==> config.mk <==
export PLATFORM = sky130hd
export DESIGN_NAME = pc_next_unit
export DESIGN_NICKNAME = d
export VERILOG_FILES = /design/src/rtl/pc_next_unit.sv
export SDC_FILE = /design/constraint.sdc
export NUM_CORES = 1
export LEC_CHECK = 0
export ABC_AREA = 1
export CORE_MARGIN = 5
export CORE_UTILIZATION = 51
export DETAILED_ROUTE_END_ITERATION = 10
export PLACE_DENSITY = 0.83
export RECOVER_POWER = 50
export SLEW_MARGIN = 5
export SYNTH_ARGS = -nofsm -noshare
export SYNTH_HDL_FRONTEND = slang
export SYNTH_SLANG_ARGS = --single-unit
==> constraint.sdc <==
create_clock -name clk -period 3.1 [get_ports clk]
set_input_delay 0.31 -clock clk [delete_from_list [all_inputs] [get_ports clk]]
set_output_delay 0.31 -clock clk [all_outputs]
set_load 0.02 [all_outputs]
==> src/rtl/pc_next_unit.sv <==
// Next-PC selection (increment / branch / jump / call / return) feeding the PC register,
// with a circular return-address stack and sticky overflow/underflow flags.
module pc_next_unit #(
    parameter int Index_width = 9,
    parameter int Off_width   = 9,
    parameter int Ras_depth   = 8
) (
    input  logic                         clk,
    input  logic                         rst,
    input  logic [Index_width-1:0]       pc_current,
    input  logic                         stall,
    input  logic                         branch_taken,
    input  logic [Off_width-1:0]         branch_offset,
    input  logic                         jump,
    input  logic                         call,
    input  logic [Index_width-1:0]       jump_target,
    input  logic                         ret,
    input  logic                         flag_clr,
    output logic [Index_width-1:0]       next_value,
    output logic [$clog2(Ras_depth):0]   ras_depth,
    output logic                         ras_overflow,
    output logic                         ras_underflow
);

    localparam int PW = $clog2(Ras_depth);
    localparam int DW = PW + 1;
    localparam logic [DW-1:0] FULL = DW'(Ras_depth);

    logic [Index_width-1:0] r_ras [Ras_depth];
    logic [PW-1:0]          r_top;
    logic [DW-1:0]          r_depth;
    logic                   r_ovf;
    logic                   r_unf;

    logic signed [Index_width-1:0] w_off_ext;
    logic [Index_width-1:0]        w_pc_inc;
    logic [Index_width-1:0]        w_br_tgt;
    logic [Index_width-1:0]        w_ras_top;
    logic                          w_empty;
    logic                          w_full;

    logic                   w_wr_en;
    logic [PW-1:0]          w_wr_addr;
    logic [PW-1:0]          w_top_nx;
    logic [DW-1:0]          w_depth_nx;
    logic                   w_ovf_set;
    logic                   w_unf_set;

    assign w_off_ext = $signed(branch_offset);
    assign w_pc_inc  = pc_current + 1'b1;
    assign w_br_tgt  = pc_current + w_off_ext;
    assign w_ras_top = r_ras[r_top];
    assign w_empty   = (r_depth == '0);
    assign w_full    = (r_depth == FULL);

    always_comb begin
        next_value = w_pc_inc;
        if (stall)
            next_value = pc_current;
        else if (ret)
            next_value = w_empty ? w_pc_inc : w_ras_top;
        else if (call || jump)
            next_value = jump_target;
        else if (branch_taken)
            next_value = w_br_tgt;
    end

    // r_top addresses the newest entry; a push writes one slot above it, which
    // on a full stack is the oldest entry, so overwrite falls out of the wrap.
    always_comb begin
        w_wr_en    = 1'b0;
        w_wr_addr  = r_top;
        w_top_nx   = r_top;
        w_depth_nx = r_depth;
        w_ovf_set  = 1'b0;
        w_unf_set  = 1'b0;
        if (!stall) begin
            if (call && ret) begin
                w_wr_en = 1'b1;
                if (w_empty) begin
                    w_unf_set  = 1'b1;
                    w_wr_addr  = r_top + 1'b1;
                    w_top_nx   = r_top + 1'b1;
                    w_depth_nx = DW'(1);
                end
            end else if (call) begin
                w_wr_en   = 1'b1;
                w_wr_addr = r_top + 1'b1;
                w_top_nx  = r_top + 1'b1;
                if (w_full)
                    w_ovf_set = 1'b1;
                else
                    w_depth_nx = r_depth + 1'b1;
            end else if (ret) begin
                if (w_empty) begin
                    w_unf_set = 1'b1;
                end else begin
                    w_top_nx   = r_top - 1'b1;
                    w_depth_nx = r_depth - 1'b1;
                end
            end
        end
    end

    always_ff @(posedge clk or posedge rst) begin
        if (rst) begin
            for (int i = 0; i < Ras_depth; i++)
                r_ras[i] <= '0;
        end else if (w_wr_en) begin
            r_ras[w_wr_addr] <= w_pc_inc;
        end
    end

    always_ff @(posedge clk or posedge rst) begin
        if (rst) begin
            r_top   <= '0;
            r_depth <= '0;
        end else begin
            r_top   <= w_top_nx;
            r_depth <= w_depth_nx;
        end
    end

    // Clear is not gated by stall, and a same-edge event still sets the flag.
    always_ff @(posedge clk or posedge rst) begin
        if (rst) begin
            r_ovf <= 1'b0;
            r_unf <= 1'b0;
        end else begin
            r_ovf <= (r_ovf & ~flag_clr) | w_ovf_set;
            r_unf <= (r_unf & ~flag_clr) | w_unf_set;
        end
    end

    assign ras_depth     = r_depth;
    assign ras_overflow  = r_ovf;
    assign ras_underflow = r_unf;

endmodule

Word-level counts from Yosys, hierarchy flattened. Cells that the tools add are included.

Mux-type cells: 37. $lt $le $gt $ge: 3. Bitwise logic cells: 8. Reductions and logical operators: 7. Equal/unequal tests: 4. $add $sub $neg: 6.

Operator list (count): 72-bit bitwise mux (1); 9-bit 2-to-1 mux (8); 9-bit binary-select mux with 3-bit select (1); 9-bit demux with 3-bit select (1); 3-bit 2-to-1 mux (8); 4-bit 2-to-1 mux (6); 1-bit 2-to-1 mux (12); 9-bit by 1-bit adder with 9-bit output, second input constant (1); 9-bit adder (1); 4-bit >= comparator, second input constant (2); 3-bit inverter with 4-bit output (2); 3-bit by 2-bit != test with 1-bit output, second input constant (2); 5-bit AND reduction (1); 4-bit by 1-bit adder with 4-bit output, second input constant (1); 4-bit == test, second input constant (1); 4-bit zero test (1); 4-bit by 1-bit < comparator with 1-bit output, second input constant (1); 4-bit by 1-bit subtractor with 4-bit output, second input constant (1); 3-bit by 1-bit adder with 3-bit output, second input constant (1); 3-bit AND reduction (1); 3-bit nonzero test (1); 3-bit by 1-bit subtractor with 3-bit output, second input constant (1); 1-bit AND (2); 1-bit logical AND (2); other kinds (4) (6).

Register bits after elaboration: 81. Output and inout port bits: 15. Input bits: 35.

Depth between registers and ports, before layout.
Depth in word-level cells: 10. Gate-level depth with buffers: 15.

Worst setup path before layout. Ideal clock, no wire load.

Path kind: input-to-output. Start: in pc_current[0]. End: out next_value[4]. Buffers on the path: 0. Stages: 11. Slack: 1.002 ns. Required time: 2.790 ns. Data arrival time: 1.788 ns. Path through: ha_1 -> inv_1 -> fa_1 -> inv_1 -> nand2_1 -> nand2_1 -> o21ai_0 -> nand2_1 -> nand3_1 -> a21o_1 -> a31oi_1.

Cells in the longest elaborated chain, start to end: 5.

Ends and longest elaborated chain: start: declaration (RTL line 10) `input logic [Index_width-1:0] pc_current,`; 9-bit by 1-bit adder with 9-bit output / 9-bit adder (equally long branches) (RTL line 50, 51); 9-bit 2-to-1 mux (RTL line 64) `else if (branch_taken)`; 9-bit 2-to-1 mux (RTL line 62) `else if (call || jump)`; 9-bit 2-to-1 mux * (RTL line 60) `else if (ret)`; 9-bit 2-to-1 mux * (RTL line 58) `if (stall)`; end: declaration (RTL line 19) `output logic [Index_width-1:0] next_value,`.

Every way passes the cells marked *; elsewhere a longest branch is shown, timed or not.

Worst setup path in the final report.
Start: in branch_offset[0]. End: out next_value[8].

Cells in the longest elaborated chain, start to end: 5.

Ends and longest elaborated chain: start: declaration (RTL line 13) `input logic [Off_width-1:0] branch_offset,`; 9-bit adder (RTL line 51) `assign w_br_tgt = pc_current + w_off_ext;`; 9-bit 2-to-1 mux (RTL line 64); 9-bit 2-to-1 mux (RTL line 62); 9-bit 2-to-1 mux (RTL line 60); 9-bit 2-to-1 mux (RTL line 58).

No other way between the ends.

==> results by stage <==
Cells and area:
- The filler cells instantiated in the layout total 864.
- The number of antenna diodes in the final layout is 0.
- The finished cells cover 6210 sq um.
- The layout overhead on the synthesized area is 19.2%.
- The most common cell after layout, fill and taps aside is nand2_1.
- The number of nets in the layout is 852.
- Of the cells placed in the final design, the portion with a size suffix greater than 1 is 11.0%.
- In the layout the commonest cells are nand2_1, dfrtp_1, nor2_1.

Routing:
- The routed length per placed instance is 16.8 um.
- The starting DRC count in detailed routing is 494.
- After detailed routing, the number of remaining DRC violations is 0.
- Across all layers, the routed design uses 5,390 vias.
- Using the TritonRoute via totals, the vias-per-cell ratio works out to 5.73.
- The count of antenna-violating nets left after detailed routing is 0.
- The total wire length is 15.8 mm.
- The number of iterations in the first detailed-routing pass is 9.

Clocking:
- For the worst-skew pair, the clock arrives at the later sink with an insertion delay of 380 ps.
- The post-CTS setup repair buffer count is 0.
- CTS placed an instance of clkbuf_8 at the clock tree root.
- The CTS tree is yes.
- The level count of the clock H-tree is 3.
- In this run, CTS created clock tree buffers numbering 9.
- The clock transition at the registers of the reported paths is 90 ps.
- The clock passes through at most 2 buffers.
- The post-cts hold buffer count is 0.
- Counting every sink on the clock net gives 81.
- The post-cts resize count is 5.

Die:
- The vertical die dimension is 111 um.
- The site row count is 36.
- The area enclosed by the die boundary is 12,300 sq um.
- After floorplanning, the core was sized to cover 9860 sq um.
- The initial standard-cell utilization of the core is 52.8%.
- The boundary pin count is 50.
- The die is 111 um wide.

Timing:
- The final number of setup-violating endpoints is 0.
- The setup TNS after final layout is 0 ps.
- The setup clock skew after layout is 10.0 ps.
- Hold timing on the final database bottoms out at a slack of 440 ps.
- For the pin with the worst max-slew slack, the measured transition is 1880 ps.
- The final-report hold violation count came to 0.
- The post-layout minimum cycle time is 2950 ps.
- The achievable frequency is 0.339 GHz.
- The max-slew violation count is 41.
- The worst pin sits at a relative slew slack of -25.8%.
- Setup repair after global routing left no endpoint under its margin.
- The final worst-path cycle share is 95.2%.

Power and ir drop:
- In this run the static leakage power is 0.00325 uW.
- Summed over all nets, the switching power comes to 2320 uW.
- The internal portion of the total power is 2850 uW.
- The power per standard cell area is 832 nW/um^2.
- In this run switching power makes up 44.9% of total power.
- The sequential fraction of design power is 34.9%.
- The worst IR drop on VDD is 642 uV.
- Overall power consumption after layout is estimated at 5170 uW.
- The share of total power dissipated in combinational logic is 48.7%.
- The power share of the clock group is 16.3%.

Critical path:
- In this run the worst path has a maximum fanout of 3.
- The type of the worst setup path is in -> out.
- The critical path required time is 2790 ps.
- The arrival time reported for the critical path endpoint is 2640 ps.
- The type of element capturing the critical path is a primary output.
- The category of the worst setup path launch point is an input port.

Logic synthesis:
- For this run, the leading register cell type out of synthesis is dfrtp_1.
- Summed over all instances, the cell type with the most area after synthesis is dfrtp_1.
- The synthesized netlist contains 44 unique library cells.
- The area share of the largest cell type after synthesis is 38.9%.
- For this run, the number of Yosys warnings is 0.
- The number of nets handed over by synthesis was 782.
- The synthesized design contains 0 enable-type register cells.
- The area of the mapped netlist is 5210 sq um.
- Each instance of the synthesized netlist takes up on average 7.12 sq um.
- After synthesis, the cell types taking the most area are dfrtp_1, nand2_1, o21ai_0.
- In the synthesized netlist, the number of instances is 732.
- The share of the Yosys chip area taken by registers is 38.9%.
- In this run, synthesis produced a sequential element count of 81.
- The share of flip-flops with an asynchronous set or reset after synthesis is 100%.

Run status:
- The final reports fail on max-capacitance violations, max-slew violations.
- The run finished, with violations left.

Global routing:
- The overall fraction of global-route tracks in use is 25.8%.
- The number of global-route vias before repair is 5,238.
- The number of antenna violations at the first check in global routing was 0.
- The first-pass GRT wire length is 25.9 mm.
- The maximum number of pins on one net before global-route repair is 41.
- The overflow left after global routing is 0.

Worst hold path:
- The worst hold path belongs to the class in -> reg.

Run:
- The max-cap check violation count is 1.

Placement:
- Port buffering added 49 buffers.
- The global placement routability congestion is 1.01.
- The total placed instance area is 6000 sq um.
- The post-detailed-placement half-perimeter wirelength is 11.4 mm.
-- cell type report --
| type | instances | area [sq um] | area share, % |
|---|---|---|---|
| Inverter | 57 | 220 | 3.55 |
| Sequential cell | 81 | 2030 | 32.6 |
| Tap cell | 133 | 166 | 2.68 |
| Clock buffer | 10 | 138 | 2.22 |
| Timing Repair Buffer | 86 | 777 | 12.5 |
| Multi-Input combinational cell | 567 | 2810 | 45.2 |
| Clock inverter | 6 | 72.6 | 1.17 |
-- power by group through the flow --
stage               Clock [uW]  Sequential [uW]  Combinational (uW)
CTS                        845             1800                2480
finish                     843             1810                2520
global placement             0             1790                2400
detailed placement           0             1820                2470
floorplan                    0             1780                1720
global route               890             1850                2790
-- registers in the layout (all words and copies together) (netlist names) --
register       cells
r_ras             72
r_top              3
ras_depth          4
ras_overflow       1
ras_underflow      1
-- synthesized netlist by cell type (2+ instances only) --
cell type,n
nand2_1,269
dfrtp_1,81
nor2_1,76
o21ai_0,60
inv_1,51
nand3_1,49
a21oi_1,20
clkbuf_1,13
ha_1,13
o211ai_1,9
o21ai_2,8
buf_6,6
o22ai_1,6
nand2_4,5
nand3_2,5
o21ai_1,5
nor2_4,4
o21bai_1,4
o221ai_1,4
xnor2_1,4
xor2_1,4
buf_2,3
buf_4,3
buf_1,2
clkinv_1,2
fa_1,2
inv_2,2
inv_4,2
nand2_2,2
nand3b_1,2
nor2_2,2
or2_2,2
-- critical path, cell delays in order --
cell and delay (ps):
clkdlybuf4s50_1 480, ha_1 160, inv_1 60, fa_1 390, inv_1 80, nand2_1 100, a21oi_1 220, nand2_1 100
nand2_1 80, nand2_1 50, nand3_1 70, nand2_1 60, nand2_1 50, nand2_1 50, nand2_1 80, clkdlybuf4s15_1 300
-- kinds of logic (layout without fill, tap and decap cells) --
| family | count (synthesis) | in the layout | share of synthesized area [%] |
|---|---|---|---|
| and+or+nand+nor | 421 | 421 | 34.4 |
| AOI/OAI and AO/OA | 123 | 123 | 14.1 |
| buffers and inverters | 84 | 159 | 7.30 |
| DFF | 81 | 81 | 38.9 |
| adders and majority gates | 15 | 15 | 3.89 |
| xor gates and xnor gates | 8 | 8 | 1.34 |
-- through the flow --
step,std cells,setup slack [ps],utilization [%]
floorplan,732,710,-
global placement,924,-126,60.8
detailed placement,924,-217,60.8
CTS,940,44.5,62.9
global route,940,1.39,62.9
finish,940,147,62.9
-- layer usage --
| layer | vias up | global-route usage, % | share of wire (%) |
|---|---|---|---|
| met5 | - | 0 | 0 |
| met4 | 0 | 12.2 | 4.1 |
| met3 | 66 | 5.57 | 9.6 |
| met2 | 297 | 40.5 | 46 |
| met1 | 2520 | 34.0 | 40 |
| li1 | 2507 | - | - |
-- final timing paths --
path                       slack, ps                       end                      from  depth (start not counted)
min reg2reg                      480     r_ras[50]$_DFFE_PP0P_     r_ras[50]$_DFFE_PP0P_                          2
max in group asynchronous        650     r_ras[27]$_DFFE_PP0P_                       rst                          3
min in group asynchronous        860  ras_depth[2]$_DFFE_PP0P_                       rst                          2
min                              440      r_ras[0]$_DFFE_PP0P_             pc_current[0]                          3
max reg2reg                      580     r_ras[21]$_DFFE_PP0P_  ras_depth[3]$_DFFE_PP0P_                         12
max                              150             next_value[8]          branch_offset[0]                         16
Power figures use the tool's default switching activity.
